**src/rtl/reg_write_scoreboard.sv**
```systemverilog
// Per-register saturating counters tracking in-flight writes from ID issue to WB retire.
// Optional SB_ERROR_CHECK_EN builds the sticky underflow/overflow error flag.
module reg_write_scoreboard #(
    parameter int REG_COUNT = 16,
    parameter int ADDR_W    = 4,
    parameter int CNT_W     = 2
) (
    input  logic                 clk,
    input  logic                 rst,
    input  logic                 clear,
    input  logic                 flush,
    input  logic                 issue_valid,
    input  logic                 issue_wb_en,
    input  logic [ADDR_W-1:0]    issue_dest,
    input  logic [ADDR_W-1:0]    src1,
    input  logic [ADDR_W-1:0]    src2,
    input  logic                 have_two_src,
    input  logic                 ignore_hazard,
    input  logic                 retire_valid,
    input  logic [ADDR_W-1:0]    retire_dest,
    output logic                 stall,
    output logic [REG_COUNT-1:0] busy_mask,
    output logic                 sb_error
);

    localparam logic [CNT_W-1:0] MAX = '1;

    logic [CNT_W-1:0]     count      [REG_COUNT];
    logic [CNT_W-1:0]     count_next [REG_COUNT];
    logic [REG_COUNT-1:0] busy_next;
    logic [REG_COUNT-1:0] inc_vec;
    logic [REG_COUNT-1:0] dec_vec;
    logic                 src_hit;
    logic                 sat_hit;
    logic                 accept;

    // Hazard decision uses only registered counts; a retire this cycle does not unblock until next cycle.
    always_comb begin
        src_hit = !ignore_hazard &&
                  ((count[src1] != '0) || (have_two_src && (count[src2] != '0)));
        sat_hit = issue_wb_en && (count[issue_dest] == MAX);
        stall   = issue_valid && !flush && (src_hit || sat_hit);
        accept  = issue_valid && issue_wb_en && !flush && !stall;
    end

    always_comb begin
        for (int r = 0; r < REG_COUNT; r++) begin
            inc_vec[r]    = accept && (issue_dest == ADDR_W'(r));
            dec_vec[r]    = retire_valid && (retire_dest == ADDR_W'(r));
            count_next[r] = count[r];
            if (clear) begin
                count_next[r] = '0;
            end else if (inc_vec[r] && !dec_vec[r]) begin
                count_next[r] = count[r] + CNT_W'(1);
            end else if (dec_vec[r] && !inc_vec[r]) begin
                if (count[r] != '0) begin
                    count_next[r] = count[r] - CNT_W'(1);
                end
            end else if (inc_vec[r] && dec_vec[r]) begin
                // A retire against an empty counter is discarded, so only the issue lands.
                if (count[r] == '0) begin
                    count_next[r] = CNT_W'(1);
                end
            end
            busy_next[r] = (count_next[r] != '0);
        end
    end

    always_ff @(posedge clk or posedge rst) begin
        if (rst) begin
            for (int r = 0; r < REG_COUNT; r++) begin
                count[r] <= '0;
            end
            busy_mask <= '0;
        end else begin
            count     <= count_next;
            busy_mask <= busy_next;
        end
    end

`ifdef SB_ERROR_CHECK_EN
    logic underflow;
    logic overflow;

    // Overflow cannot happen while sat_hit stalls the issue; it guards against that logic breaking.
    assign underflow = retire_valid && (count[retire_dest] == '0);
    assign overflow  = accept && (count[issue_dest] == MAX);

    always_ff @(posedge clk or posedge rst) begin
        if (rst) begin
            sb_error <= 1'b0;
        end else if (underflow || overflow) begin
            sb_error <= 1'b1;
        end
    end
`else
    assign sb_error = 1'b0;
`endif

endmodule

```
**config.mk**
```make
export PLATFORM = sky130hd
export DESIGN_NAME = reg_write_scoreboard
export DESIGN_NICKNAME = d
export VERILOG_FILES = /design/src/rtl/reg_write_scoreboard.sv
export SDC_FILE = /design/constraint.sdc
export NUM_CORES = 1
export LEC_CHECK = 0
export CELL_PAD_IN_SITES_DETAIL_PLACEMENT = 1
export CELL_PAD_IN_SITES_GLOBAL_PLACEMENT = 1
export CORE_MARGIN = 1.5
export CORE_UTILIZATION = 49
export DETAILED_ROUTE_END_ITERATION = 16
export PLACE_DENSITY = 0.95
export SLEW_MARGIN = 5
export SYNTH_ARGS = -nofsm -noshare
export SYNTH_HDL_FRONTEND = slang
export SYNTH_SLANG_ARGS = --single-unit
```
**constraint.sdc**
```tcl
create_clock -name clk -period 4 [get_ports clk]
set_input_delay 0.8 -clock clk [delete_from_list [all_inputs] [get_ports clk]]
set_output_delay 0.8 -clock clk [all_outputs]
set_load 0.02 [all_outputs]
```
==> Word level (Yosys, flattened, before mapping) <==
Cells that the tools add are included.
{ "word_totals": {"register_bits": 48, "inputBits": 25, "wordCells": 368} }
{ "op_classes": {"n_addsub": 32, "n_lt_le_gt_ge": 3, "n_eq_ne": 31, "n_mux": 105, "bitwise_logic": 3, "reduce_logical": 177} }
{ "op_table": {"columns": ["op", "count"], "rows": [
  ["2-bit 2-to-1 mux", 102],
  ["1-bit logical AND", 88],
  ["2-bit nonzero test", 34],
  ["4-bit equality test, second input constant", 16],
  ["1-bit logical NOT", 35],
  ["2-bit by 1-bit adder with 2-bit output, second input constant", 16],
  ["4-bit by 3-bit equality test with 1-bit output, second input constant", 8],
  ["2-bit logical NOT", 16],
  ["2-bit by 1-bit subtractor with 2-bit output, second input constant", 16],
  ["2-bit binary-select mux with 4-bit select", 3],
  ["4-bit by 2-bit equality test with 1-bit output, second input constant", 4],
  ["5-bit greater-or-equal comparator, second input constant", 3],
  ["4-bit NOT with 5-bit output", 3],
  ["4-bit by 1-bit equality test with 1-bit output, second input constant", 2],
  ["4-bit logical NOT", 2],
  ["2-bit equality test, second input constant", 1],
  ["1-bit logical OR", 2]
]} }

==> Logic depth before layout (Yosys ltp) <==
{ "depth": {"ltp_word": 19, "mapped_depth": 10, "ltp_nobuf": 7} }

==> Least setup slack after synthesis <==
No wires, ideal clock.
{ "synth_timing": {"path_kind": "input port to output port", "startpoint": "input issue_dest[1]", "endpoint": "output stall", "t_arrival_ns": 2.508, "required_ns": 3.200, "setup_slack_ns": 0.692, "path_stages": 8, "n_path_buf": 3, "cell_sequence": "clkbuf_1 > buf_2 > mux4_2 > a22oi_1 > a22oi_1 > a221oi_4 > buf_4 > a21oi_1"} }
{ "synth_between": {"elab_chain_cells": 8} }
{ "synth_rtl": {"columns": ["element", "line_no", "rtl"], "rows": [
  ["from (decl)", "14", "input logic [ADDR_W-1:0] issue_dest,"],
  ["4-bit NOT with 5-bit output (not written as such)", "41", "sat_hit = issue_wb_en && (count[issue_dest] == MAX);"],
  ["2-bit binary-select mux with 4-bit select", "41", null],
  ["2-bit 2-to-1 mux (not written as such) (2 in a row)", "41", null],
  ["2-bit equality test", "41", null],
  ["1-bit logical AND", "41", null],
  ["1-bit logical OR", "42", "stall = issue_valid && !flush && (src_hit || sat_hit);"],
  ["1-bit logical AND", "42", null],
  ["to (decl)", "21", "output logic stall,"]
]} }
Every way passes these cells. The select of a mux whose other input is x is not followed.

==> Worst setup path in the final report <==
{ "layout_timing": {"startpoint": "input issue_dest[0]", "endpoint": "output stall"} }
The elaborated chain is that of the path after synthesis.

==> results.json <==
{
  "run_status": "completed",
  "path_class": "input pin to output pin",
  "worst_ep_arrival_time_ps": 3070,
  "crit_path_top_delay_cell": "mux4_2",
  "rsz0062_at_grt": "no",
  "synthCells": 518,
  "crit_top_cell": "a22oi_1",
  "critPathBufInv": 3,
  "internal_power_mw": 0.694,
  "vias_per_cell": 6.29,
  "synth_area_um2": 4640,
  "regArea_um2": 1200,
  "drive_gt1_frac": 0.101,
  "yosysUniqueCellTypes": 49,
  "power_frac_comb": 0.175,
  "finalHoldViolations": 0,
  "synth_top_area_frac": 0.259,
  "async_flop_share": 1.00,
  "antenna_found_initial": 0,
  "slew_headroom": 0.301,
  "wl_um": 13900,
  "first_global_vias": 4543,
  "final-setup-viol-count": 0,
  "maxSlewViolCount": 0,
  "synth_edf_count": 0,
  "required_ps": 3200,
  "yosysTopAreaCell": "dfrtp_1",
  "syn-num-nets": 607,
  "drt_first_pass_iters": 5,
  "vias": 4201,
  "start_util": 0.504,
  "cts_max_level": 2,
  "die_h_um": 100,
  "grtUsageTotal": 0.288,
  "overflow": 0,
  "worst-path-max-fanout": 8,
  "clock_path_buffers": 2,
  "preCtsSetupSlack_ps": -64.0,
  "powerDensity_nw_per_um2": 185,
  "cts.sinks": 48,
  "power.leakage_nw": 2.29,
  "setup_tns_ps": 0,
  "syn_to_final_growth_pct": 13.5,
  "switching_share": 0.286,
  "post-dp-hpwl_um": 10900,
  "seqPwrFrac": 0.505,
  "crit_family": "buffers and inverters",
  "cp-end-kind": "output pin",
  "drc_errors": 0,
  "grt_pass1_wl_um": 22600,
  "port_buffers": 41,
  "die_x_um": 100,
  "final_util": 0.573,
  "boundaryPins": 43,
  "globalplace.congestion": 0.988,
  "synth.area.top_cells": "dfrtp_1 (26%), ha_1 (17%), mux2i_1 (8.0%), mux4_2 (5.3%), nor2_1 (3.7%)",
  "multi_input_comb_area_um2": 3180,
  "maxCapViolations": 0,
  "wire_per_inst_um": 20.8,
  "ys_seq_area_frac": 0.259,
  "fin_crit_sh": 0.967,
  "clk_latency_ps": 310,
  "die_area_um2": 10100,
  "total_power_mw": 0.972,
  "num_antenna_cells": 0,
  "crit_chain": "clkdlybuf4s50_1, buf_4, mux4_2, a22oi_1, a22oi_1, a221oi_4, a21oi_1, dlygate4sd2_1",
  "postCtsSetupRepairBufs": 0,
  "ir_drop_uv": 139,
  "nFillCells": 1074,
  "switchingPower_mw": 0.278,
  "drt-met1-wl_um": 5560,
  "clkTransAtPathRegs_ps": 90,
  "setup_ws_ps": 131,
  "hold_class": "flop to flop",
  "wl_met2_um": 7200,
  "cp-start-kind": "input pin",
  "wl_met3_um": 699,
  "grt_max_degree": 49,
  "synth.avg_cell_area_um2": 8.95,
  "row_count": 35,
  "min_period_ps": 3870,
  "core_area_um2": 9200,
  "antenna_left": 0,
  "timing.fmax_mhz": 258,
  "ys_seq_elements": 48,
  "cts_tree": "yes",
  "ys_warn_count": 0,
  "drtIter0Drc": 262,
  "finClkSkew_ps": 13.3,
  "top_layer": "met4",
  "worstMarginPinSlew_ps": 1050,
  "clockRootBuffer": "clkbuf_8",
  "slowest_delay_ps": 510,
  "nets": 645,
  "hold_buffers": 0,
  "p_clk_frac": 0.320,
  "cts_inserted_buffers": 5,
  "ys.flop_type": "dfrtp_1"
}
==> cell families after synthesis <==
group	Yosys count	synth area share
and+or+nand+nor	193	0.212
AOI/OAI and AO/OA	99	0.153
adders and majority gates	64	0.173
buffers and inverters	60	0.0564
muxes	53	0.145
DFF	48	0.259
other	1	0.000809
==> routing by layer <==
layer  vias to the layer above  track usage
met2                       132        0.518
met1                      2102        0.343
met5                         -            0
li1                       1931            -
met4                         0        0.120
met3                        36       0.0432
==> layout make-up <==
cell class                 count  share of cell area
sequential                    48               0.228
multi-input combinational    410               0.603
tap                          111              0.0264
inverter                      36              0.0257
timing repair buffer          55              0.0991
clock buffer                   6              0.0157
clock inverter                 2             0.00190
==> final timing paths <==
| path | start | to | slack, ps | cells after the start |
|---|---|---|---|---|
| setup reg to reg | count[1] | busy_mask[7] | 1000 | 8 |
| setup / recovery | issue_dest[0] | stall | 130 | 8 |
| min in group asynchronous | rst | count[29] | 1060 | 2 |
| hold reg to reg | count[0] | count[0] | 750 | 2 |
| hold / removal | count[0] | count[0] | 750 | 2 |
| max in group asynchronous | rst | count[0] | 2290 | 2 |
==> power groups by stage <==
stage	Clock (mW)	Sequential (mW)	Combinational, mW
2_1_floorplan	0	0.501	0.0971
3_5_place_dp	0	0.500	0.167
6_report	0.311	0.491	0.170
5_1_grt	0.337	0.491	0.182
3_3_place_gp	0	0.500	0.159
4_1_cts	0.321	0.491	0.168
==> cells in the mapped netlist, drive strengths merged (3+ instances only) <==
cell,instances
o21ba,4
or2,6
mux2i,37
ha,64
clkbuf,13
a2111o,4
and4,5
o211ai,5
a211oi,4
or3,3
nor3b,9
buf,11
mux4,11
nand4,7
nor2b,14
nor3,32
nand2,35
a31o,3
mux2,5
nand3,17
nor2,46
dfrtp,48
inv,36
nand3b,4
o41a,4
nand2b,6
o21ai,19
and3b,4
a21o,4
a21oi,24
a311oi,3
a22oi,6
a31oi,9
==> metrics by stage <==
step | std cells | hold slack [ps] | area (µm²)
floorplan | 518 | 605 | 4640
global placement | 660 | 681 | 5170
detailed placement | 660 | 712 | 5170
CTS | 668 | 732 | 5270
global route | 668 | 767 | 5270
finish | 668 | 750 | 5270
==> what timing repair did <==
action / CTS / global route
gates resized for setup: 1 / 0
hold endpoints to repair: 0 / 0
setup endpoints to repair: 1 / 0
==> cell usage in the layout, fill, tap and decap left out, types with 19 or more instances in the layout <==
cell and n:
nor2_1 46, ha_1 64, mux2i_1 37, inv_1 35, a21oi_1 24, nor3_1 32
nand2_1 35, clkdlybuf4s50_1 39, o21ai_0 19, dfrtp_1 48
==> tightest hold or removal path, delay by kind of cell, from the launching register on <==
family             cells  cell delay (ps)
DFF                    1              490
and+or+nand+nor        1              130
AOI/OAI and AO/OA      1              100
==> state kept, by name (all words and copies together) (netlist names) <==
signal,flops
count,32
busy_mask,16
Note: power is estimated with default switching activity, not from simulation.
